<file path="src/rtl/io_pkg.sv">
// Shared IO-block constants: switch width, read offsets, default debounce length.
// Latency: none (constants only).
// Backpressure: none.
package io_pkg;
    localparam int         SW_W                = 4;
    localparam logic [1:0] SW_OFF_VALUE        = 2'b00;
    localparam logic [1:0] SW_OFF_STATUS       = 2'b01;
    localparam int         DEBOUNCE_CYCLES_DEF = 1_000_000;
endpackage

</file>
<file path="src/rtl/bit_sync2.sv">
// Two-flop synchronizer for a bus of independent asynchronous inputs.
// Latency: 2 clock edges from d_i to q_o.
// Backpressure: none; samples on every edge.
module bit_sync2 #(
    parameter int W = 4
) (
    input  logic         clock,
    input  logic         reset,
    input  logic [W-1:0] d_i,
    output logic [W-1:0] q_o
);
    logic [W-1:0] s1_q;
    logic [W-1:0] s2_q;

    // Metastability chain: first flop may go metastable, second settles it.
    always_ff @(posedge clock) begin
        if (reset) begin
            s1_q <= '0;
            s2_q <= '0;
        end else begin
            s1_q <= d_i;
            s2_q <= s1_q;
        end
    end

    assign q_o = s2_q;
endmodule

</file>
<file path="src/rtl/switch_reader.sv">
// Switch input stage: sync + debounce board switches, expose value and sticky
// changed flag on the IO read path. Build option: SWITCH_DEBOUNCE_EN.
// Latency: read data combinational; pin-to-stable 2+DEBOUNCE_CYCLES edges (3 without debounce). No backpressure.
module switch_reader
    import io_pkg::*;
#(
    parameter int DEBOUNCE_CYCLES = DEBOUNCE_CYCLES_DEF
) (
    input  logic            clock,
    input  logic            reset,
    input  logic [SW_W-1:0] switch_in,
    input  logic            ioRead,
    input  logic            switchCtrl,
    input  logic [1:0]      addr_low,
    output logic [SW_W-1:0] io_rdata
);
    logic [SW_W-1:0] sync2;
    logic [SW_W-1:0] stable_q;
    logic [SW_W-1:0] stable_d;
    logic            changed_q;
    logic            changed_d;
    logic            set_chg;
    logic            rd;
    logic            rd_value;
    logic            rd_status;

    bit_sync2 #(.W(SW_W)) u_sync (
        .clock (clock),
        .reset (reset),
        .d_i   (switch_in),
        .q_o   (sync2)
    );

    assign rd        = ioRead & switchCtrl;
    assign rd_value  = rd && (addr_low == SW_OFF_VALUE);
    assign rd_status = rd && (addr_low == SW_OFF_STATUS);

`ifdef SWITCH_DEBOUNCE_EN
    localparam int CNT_W = $clog2(DEBOUNCE_CYCLES);

    logic [SW_W-1:0]  cand_q;
    logic [SW_W-1:0]  cand_d;
    logic [CNT_W-1:0] cnt_q;
    logic [CNT_W-1:0] cnt_d;

    // Debounce: a new value must hold for DEBOUNCE_CYCLES edges; any bounce restarts the count.
    always_comb begin
        stable_d = stable_q;
        cand_d   = cand_q;
        cnt_d    = cnt_q;
        set_chg  = 1'b0;
        if (sync2 == stable_q) begin
            cand_d = stable_q;
            cnt_d  = '0;
        end else if (sync2 != cand_q) begin
            cand_d = sync2;
            cnt_d  = CNT_W'(1);
        end else if (cnt_q == CNT_W'(DEBOUNCE_CYCLES - 1)) begin
            stable_d = cand_q;
            cnt_d    = '0;
            set_chg  = 1'b1;
        end else begin
            cnt_d = cnt_q + CNT_W'(1);
        end
    end

    // Candidate tracking state.
    always_ff @(posedge clock) begin
        if (reset) begin
            cand_q <= '0;
            cnt_q  <= '0;
        end else begin
            cand_q <= cand_d;
            cnt_q  <= cnt_d;
        end
    end
`else
    // The debounce length has no meaning in this build.
    logic unused_cfg;
    assign unused_cfg = (DEBOUNCE_CYCLES > 1);

    // No debounce: stable simply follows the synchronized pins.
    always_comb begin
        stable_d = sync2;
        set_chg  = (sync2 != stable_q);
    end
`endif

    // Sticky flag: a set on the same edge as a status read wins over the clear.
    assign changed_d = set_chg | (changed_q & ~rd_status);

    // Accepted switch value and changed flag.
    always_ff @(posedge clock) begin
        if (reset) begin
            stable_q  <= '0;
            changed_q <= 1'b0;
        end else begin
            stable_q  <= stable_d;
            changed_q <= changed_d;
        end
    end

    // Read mux: zero-latency, zero for unselected or unmapped offsets.
    always_comb begin
        io_rdata = '0;
        if (rd_value) begin
            io_rdata = stable_q;
        end else if (rd_status) begin
            io_rdata = {{(SW_W-1){1'b0}}, changed_q};
        end
    end
endmodule

</file>
<file path="config.mk">
export PLATFORM = sky130hd
export DESIGN_NAME = switch_reader
export DESIGN_NICKNAME = d
export VERILOG_FILES = /design/src/rtl/io_pkg.sv /design/src/rtl/bit_sync2.sv /design/src/rtl/switch_reader.sv
export SDC_FILE = /design/constraint.sdc
export NUM_CORES = 1
export LEC_CHECK = 0
export ABC_AREA = 1
export CAP_MARGIN = 20
export CORE_AREA = 2 2 39 41
export DETAILED_ROUTE_END_ITERATION = 7
export DIE_AREA = 0 0 41 43
export GPL_ROUTABILITY_DRIVEN = 0
export MAX_ROUTING_LAYER = met4
export PLACE_DENSITY = 0.66
export SLEW_MARGIN = 20
export SYNTH_ARGS = -nofsm -noshare
export SYNTH_HDL_FRONTEND = slang
export SYNTH_SLANG_ARGS = --single-unit
</file>
<file path="constraint.sdc">
create_clock -name clock -period 0.9 [get_ports clock]
set_input_delay 0.27 -clock clock [delete_from_list [all_inputs] [get_ports clock]]
set_output_delay 0.27 -clock clock [all_outputs]
set_load 0.005 [all_outputs]
</file>
==> Yosys cells after proc, flatten, opt, wreduce, memory -nomap -nowiden <==
Index checks and enable logic that the tools add are counted.
{ "word_totals": {"ff_bits": 13, "in_bits": 10, "output_inout_bits": 4, "elab_cells": 15} }
{ "op_classes": {"n_eq_ne": 2, "mux": 2, "bitwise_logic": 4, "reduce_logical": 3} }
{ "op_table": {"columns": ["cell", "n"], "rows": [
  ["$mux W4", 1],
  ["$ne A4 B4 Y1", 1],
  ["$and A1 B1 Y1", 2],
  ["$eq A2 B1 Y1 const B", 1],
  ["$logic_and A1 B1 Y1", 2],
  ["$logic_not A2 Y1", 1],
  ["$mux W1", 1],
  ["$not A1 Y1", 1],
  ["$or A1 B1 Y1", 1]
]} }

==> Logic depth before layout (Yosys ltp) <==
Gate-level depths: netlist (run 1).
{ "depth": {"depth_word": 5, "ltp_mapped": 7, "depth_no_buf": 7} }

==> Hierarchy <==
Synthesis (run 1) repeated with hierarchy kept, for this count alone.
{ "hier_totals": {"hier_cells": 70, "area_unflattened_um2": 491.7} }
{ "by_module_without_submodules": {"columns": ["module", "instances", "cells_per_inst", "area_each_um2", "seq_area_each_um2"], "rows": [
  ["switch_reader", 1, 45, 260.2, 100.1],
  ["bit_sync2", 1, 25, 231.5, 160.2]
]} }

==> Worst setup path after synthesis (run 1) <==
Ideal clock, no wire load.
{ "synth_timing": {"path_kind": "input -> output", "startpoint": "input addr_low[1]", "endpoint": "output io_rdata[0]", "t_arrival_ns": 0.610, "t_required_ns": 0.630, "slack_ns": 0.020, "path_stages": 3, "path_buffers": 0, "path_cell_list": "nor2_1 > nand3_1 > o22ai_1"} }
{ "synth_via": {"elab_chain_cells": 4, "elab_cells_between_ends": 6, "cone_classes": "eq/ne (1); mux (2); reduce/logical (3)"} }
{ "synth_rtl": {"columns": ["element", "line_no", "source"], "rows": [
  ["from (decl)", "switch_reader.sv:14", "input logic [1:0] addr_low,"],
  ["$eq A2 B1 Y1", "switch_reader.sv:36", "assign rd_status = rd && (addr_low == SW_OFF_STATUS);"],
  ["$logic_and A1 B1 Y1", "switch_reader.sv:36", null],
  ["$mux W1", "switch_reader.sv:108", "end else if (rd_status) begin"],
  ["$mux W4 (*)", "switch_reader.sv:106", "if (rd_value) begin"],
  ["to (decl)", "switch_reader.sv:15", "output logic [SW_W-1:0] io_rdata"]
]} }
Every way passes the cells marked *; elsewhere a longest branch is shown, timed or not.

==> Worst setup path after layout (run 1) <==
{ "layout_timing": {"startpoint": "input switchCtrl", "endpoint": "output io_rdata[0]"} }
{ "layout_via": {"elab_chain_cells": 4, "elab_cells_between_ends": 5, "cone_classes": "mux (2); bitwise (1); reduce/logical (2)"} }
{ "layout_rtl": {"columns": ["element", "line_no", "source"], "rows": [
  ["from (decl)", "switch_reader.sv:13", "input logic switchCtrl,"],
  ["$and A1 B1 Y1 (*)", "switch_reader.sv:34", "assign rd = ioRead & switchCtrl;"],
  ["$logic_and A1 B1 Y1", "switch_reader.sv:36", null],
  ["$mux W1", "switch_reader.sv:108", null],
  ["$mux W4 (*)", "switch_reader.sv:106", null]
]} }
Marks and branches as above.

==> impl_results.md, run 1 <==
- Post-synthesis sequential area ratio: 53.6%
- CP Capture Point: io_rdata[0]
- Syn Nets: 80
- Largest net degree at the start of global routing: 11
- Max FO, Critical Path: 3
- Root Driver: clkbuf_4
- Share of cells above drive strength 1: around a third
- DRT antenna net count: 0
- Critical path type: in -> out
- Routed wire length per instance: about 7.6 µm
- Hold crit path type: reg -> reg
- Crit. Startpoint: switchCtrl
- DP Wirelength: between 500 and 600 µm
- Peak Freq: about 0.85 GHz
- CTS max path bufs: 2
- Chip Height: between 40 and 50 µm
- Worst Skew: 0.00153 ns
- Critical path arrival: 0.91 ns
- Internal: roughly 0.00085 W
- DR top layer: met4
- First-pass GRT wire length: about 1.3 mm
- CTS tree: yes
- Sw Ratio: about a fifth
- Hold_ws: 0.394 ns
- Mean Syn Cell Area: approximately 7 µm²
- Port bufs: 13
- GRT Overall Usage: between 10 and 15%
- Clk network pwr share: a little under a third
- Worst VDD drop: 0.000825 V
- Syn Inst Count: 70
- Setup Viol. Count Final: 4
- Drt drc: 0
- Std-Cell Rows: 14
- Total die area: 0.00176 mm²
- Grt total ovfl: 0
- Clock Sinks: 13
- Final Worst Setup Slack: -0.277 ns
- Mapped cell area: 485 µm²
- Worst-Margin Slew: roughly 0.12 ns
- Pre-Repair DR Iteration Count: 4
- Most frequent cells in the layout: nor2_1 (16), inv_1 (16), nand2_1 (14)
- Via-to-Cell Ratio: ~4.1
- Power density over the cells: 1500 mW/mm²
- Yosys Warn Count: 0
- Failing checks: setup timing
- Core area: around 0.0014 mm²
- Starting density of the core: a little over a third
- Die width: roughly 41 µm
- Initial antenna violation count: 0
- Reg-to-reg endpoint: changed_q
- Reg power frac: between 50 and 60%
- Reg2Reg Setup Slack: roughly 0.070 ns
- Drt initial violations: 4
- Fin. max-slew vios: 0
- H-tree levels: 1
- Clock slew seen by the registers of the worst setup and hold paths: approximately 0.070 ns
- Leakage: about 0.36 nW
- Unrepaired setup endpoints after global routing: true
- Drt total wl: 808 µm
- Worst R2R Start: stable_q[3]
- Headroom to the max-slew limit: between 90 and 100%
- Vias: ~440
- Status: complete, but fails checks
- CP Capture Type: primary output
- Depth of the most critical reg-to-reg path: 7
- Flops & latches, synth: 13
- Total Power: 0.00108 W
- TritonCTS Buffers: 3
- Antenna cells: 0
- Routed met2 length: between 400 and 500 µm
- Crit share post-route: 131%
- Area delta synth->final: 47.7%
- WL met1: between 300 and 400 µm
- Comb pwr share: 11.9%
- Vias in the first global route: 358
- NumNets Final: 102
- Post-synthesis cell type count: 10
- WP data required: around 0.63 ns
- Metal3 WL: roughly 68 µm
- CP Launch Type: input pin
- Total of max-cap violations: 0
- Clk_lat worst skew: between 0.2 and 0.3 ns
- I/O pin cnt: 14
- Sw power: about 0.00023 W
- Fin. Hold Viols: 0
- Tmin final: 1.18 ns
==> logic make-up after synthesis <==
family                 after synthesis  synth area share (%)
buffers and inverters               21                  16.5
and+or+nand+nor                     35                  28.6
DFF                                 13                  53.6
AOI/OAI and AO/OA                    1                  1.29
==> metrics by stage <==
step                      instances  util [%]  cell area (µm²)  setup WS, ns  TNS (ns)
after floorplan                  70         -              485        0.0197         0
after global placement          101      47.2              653        -0.967     -6.20
after detailed placement        101      47.2              653        -0.987     -6.33
after CTS                       107      50.5              699        -0.293     -1.02
after global routing            107      51.8              717        -0.332     -1.21
final                           107      51.8              717        -0.277    -0.973
==> critical path: stages <==
cell,delay (ns)
clkdlybuf4s15_2,0.21
nand3_4,0.08
buf_6,0.12
o22ai_2,0.09
buf_2,0.13
==> area by class of cell <==
cell class | instances | area [µm²]
Fill cell | 149 | 667
Clock buffer | 4 | 26.3
Inverter | 20 | 75.1
Multi-Input combinational cell | 36 | 171
Timing Repair Buffer | 18 | 154
Tap cell | 16 | 20.0
Sequential cell | 13 | 270
==> synthesized netlist by cell type <==
master   count  area share (%)
buf_2        1             1.0
dfxtp_1     13              54
inv_1       19              15
nor2_1      17              13
nand4_1      1             1.3
inv_2        1            0.77
nand3_1      2             2.1
o22ai_1      1             1.3
nor2_2       1             1.3
nand2_1     14              11
==> how the worst min path moves through the flow <==
| stage | startpoint | to | slack [ns] | depth (start not counted) |
|---|---|---|---|---|
| CTS | u_sync.s1_q[1] | u_sync.q_o[1] | 0.40 | 2 |
| global placement | u_sync.s1_q[1] | u_sync.q_o[1] | 0.39 | 2 |
| floorplan | reset | u_sync.s1_q[1] | 0.34 | 1 |
| detailed placement | u_sync.s1_q[1] | u_sync.q_o[1] | 0.39 | 2 |
| finish | u_sync.s1_q[1] | u_sync.q_o[1] | 0.39 | 2 |
| global route | u_sync.s1_q[1] | u_sync.q_o[1] | 0.42 | 2 |
==> power groups by stage <==
stage	logic [W]	clock network, W	registers [W]
final	0.000129	0.000333	0.000615
after global routing	0.000147	0.000386	0.000619
after detailed placement	0.000115	0	0.000625
after floorplan	0.0000556	0	0.000623
after global placement	0.000113	0	0.000624
after CTS	0.000124	0.000349	0.000613
==> registers in the layout, indices dropped and copies added (netlist names) <==
| name | flops |
|---|---|
| u_sync.q_o | 4 |
| changed_q | 1 |
| u_sync.s1_q | 4 |
| stable_q | 4 |
==> per-layer routing <==
metal	vias to the layer above	track usage, %
met1	183	12.2
met4	0	12.0
met2	14	17.2
met5	-	-
met3	2	3.14
li1	240	-
==> what timing repair did <==
action / in CTS / in global routing
buffers inserted: 2 / 0
hold buffers: 0 / 0
endpoints found under the setup margin: 5 / 5
gates resized for setup: 42 / 9
pin swaps: 4 / 7
(Power assumes the default switching activity.)
==> run 2: changes to the inputs <==
==> constraint.sdc (replaced) <==
create_clock -name clock -period 1.3 [get_ports clock]
set_input_delay 0.39 -clock clock [delete_from_list [all_inputs] [get_ports clock]]
set_output_delay 0.39 -clock clock [all_outputs]
set_load 0.005 [all_outputs]
==> impl_results.md, run 2 (synthesis results as in run 1) <==
- Routed wire length per instance: 6.91 µm
- Total die area: about 0.0018 mm²
- Reg2Reg Setup Slack: 0.48 ns
- FF+latch area: 263 µm²
- Setup_tns: -0.245 ns
- Post-DP Area: between 600 and 700 µm²
- Hold crit path type: reg -> reg
- NumNets Final: ~100
- Vias: ~430
- GRT Overall Usage: 11.4%
- Grt total ovfl: 0
- Reg-to-reg endpoint: changed_q
- Power density over the cells: approximately 1000 mW/mm²
- Worst VDD drop: 0.000571 V
- Core area: approximately 0.0014 mm²
- Drt total wl: between 700 and 800 µm
- Antenna cells: 0
- FILL cells: 146
- Critical path type: in -> out
- Depth of the most critical reg-to-reg path: 7
- Clock Sinks: 13
- Status: complete, but fails checks
- DP Wirelength: around 560 µm
- Final core occ: between 50% and 60%
- Area delta synth->final: 45.4%
- Fin area: 706 µm²
- Pre-Repair DR Iteration Count: 4
- CTS tree: yes
- Metal3 WL: roughly 73 µm
- Root Driver: clkbuf_4
- Crit share post-route: 107%
- TritonCTS Buffers: 3
- Chip Height: 43 µm
- Final Worst Setup Slack: -0.0947 ns
- Vias in the first global route: 351
- Total of max-cap violations: 0
- Most frequent cells in the layout: inv_1 (19), nor2_1 (15), nand2_1 (14)
- First-pass GRT wire length: about 1.2 mm
- Tmin final: around 1.4 ns
- Via-to-Cell Ratio: around 4
- Max FO, Critical Path: 3
- Port bufs: 13
- Multi-input logic area: 174 µm²
- Die width: about 41 µm
- CP Capture Type: primary output
- Routed met2 length: approximately 370 µm
- DR top layer: met4
- Setup Viol. Count Final: 3
- Headroom to the max-slew limit: 91.9%
- CP Launch Type: input pin
- Largest net degree at the start of global routing: 11
- Unrepaired setup endpoints after global routing: true
- Drt initial violations: 5
- CTS max path bufs: 2
- DRT antenna net count: 0
- Worst R2R Start: stable_q[0]
- WP data required: 0.91 ns
- Initial antenna violation count: 0
- Drt drc: 0
- Std-Cell Rows: 14
- Failing checks: setup timing
- Crit. Startpoint: addr_low[1]
- Leakage: roughly 0.35 nW
- Starting density of the core: a little over a third
- Fin. max-slew vios: 0
- I/O pin cnt: 14
- CP Capture Point: io_rdata[0]
- Clock slew seen by the registers of the worst setup and hold paths: roughly 0.07 ns
- Clk_lat worst skew: ~0.26 ns
- Most common cell after layout, fill and taps aside: inv_1
- Worst Skew: 0.00153 ns
- Share of cells above drive strength 1: 26.4%
- WL met1: roughly 280 µm
- H-tree levels: 1
- Total Power: around 0.00074 W
- Fin. Hold Viols: 0
- Worst-Margin Slew: about 0.12 ns
- Peak Freq: between 0.7 and 0.8 GHz
- Critical path arrival: 1.00 ns
[run 2: changes by cell type in the layout (fill, tap and decap cells not counted)]
cell and change:
clkdlybuf4s15_2 -1, nor2_2 +1, dfxtp_2 -6, inv_2 -3, dfxtp_1 +6, inv_1 +3, buf_2 +1, nor2_1 -1
[run 2: through the flow]
step                setup slack [ns]  hold slack, ns  instances
floorplan                      0.180           0.388         70
global placement              -0.807           0.389        101
global route                  -0.144           0.426        107
detailed placement            -0.827           0.393        101
CTS                           -0.140           0.403        106
finish                       -0.0947           0.402        107
[run 2: layout make-up]
type                       count  area share (%)
clock buffer                   4            3.72
sequential                    13            37.2
timing repair buffer          18            20.9
inverter                      20            10.6
tap                           16            2.84
multi-input combinational     36            24.6
[run 2: how the worst min path moves through the flow]
| stage | slack (ns) | from | cells past startpoint | endpoint |
|---|---|---|---|---|
| after floorplan | 0.39 | u_sync.s1_q[0] | 2 | u_sync.q_o[0] |
| after global placement | 0.39 | u_sync.s1_q[1] | 2 | u_sync.q_o[1] |
| after detailed placement | 0.39 | u_sync.s1_q[1] | 2 | u_sync.q_o[1] |
| after CTS | 0.40 | u_sync.s1_q[1] | 2 | u_sync.q_o[1] |
| after global routing | 0.43 | u_sync.s1_q[1] | 2 | u_sync.q_o[1] |
| final | 0.40 | u_sync.s1_q[1] | 2 | u_sync.q_o[1] |
[run 2: worst max-delay path, stage by stage]
cell	delay (ns)
buf_8	0.10
nor2_4	0.11
nand3_4	0.08
buf_6	0.12
o22ai_2	0.08
buf_2	0.13
[run 2: power breakdown]
group	internal, W	total (W)	switching (W)
Sequential	0.000417	0.000424	0.00000684
Clock	0.000118	0.000231	0.000112
Combinational	0.0000485	0.0000866	0.0000381
[run 2: repair_timing]
item	4_1_cts	5_1_grt
pin swaps	4	5
hold buffers	0	0
resized for setup	38	6
setup endpoints to repair	4	4
setup buffers	1	1
[run 2: routing by layer]
layer	global-route usage, %	up-vias
met1	11.6	174
met2	15.9	14
met4	12.0	0
met5	-	-
met3	3.14	2
li1	-	239
==> run 3: changes to the inputs <==
--- a/config.mk
+++ b/config.mk
@@ -6,11 +6,9 @@
 export NUM_CORES = 1
 export LEC_CHECK = 0
 export ABC_AREA = 1
-export CAP_MARGIN = 20
 export CORE_AREA = 2 2 39 41
 export DETAILED_ROUTE_END_ITERATION = 7
 export DIE_AREA = 0 0 41 43
-export GPL_ROUTABILITY_DRIVEN = 0
 export MAX_ROUTING_LAYER = met4
 export PLACE_DENSITY = 0.66
 export SLEW_MARGIN = 20
==> results of run 3 <==
No change in the layout: final DEF, timing and power equal those of run 2.
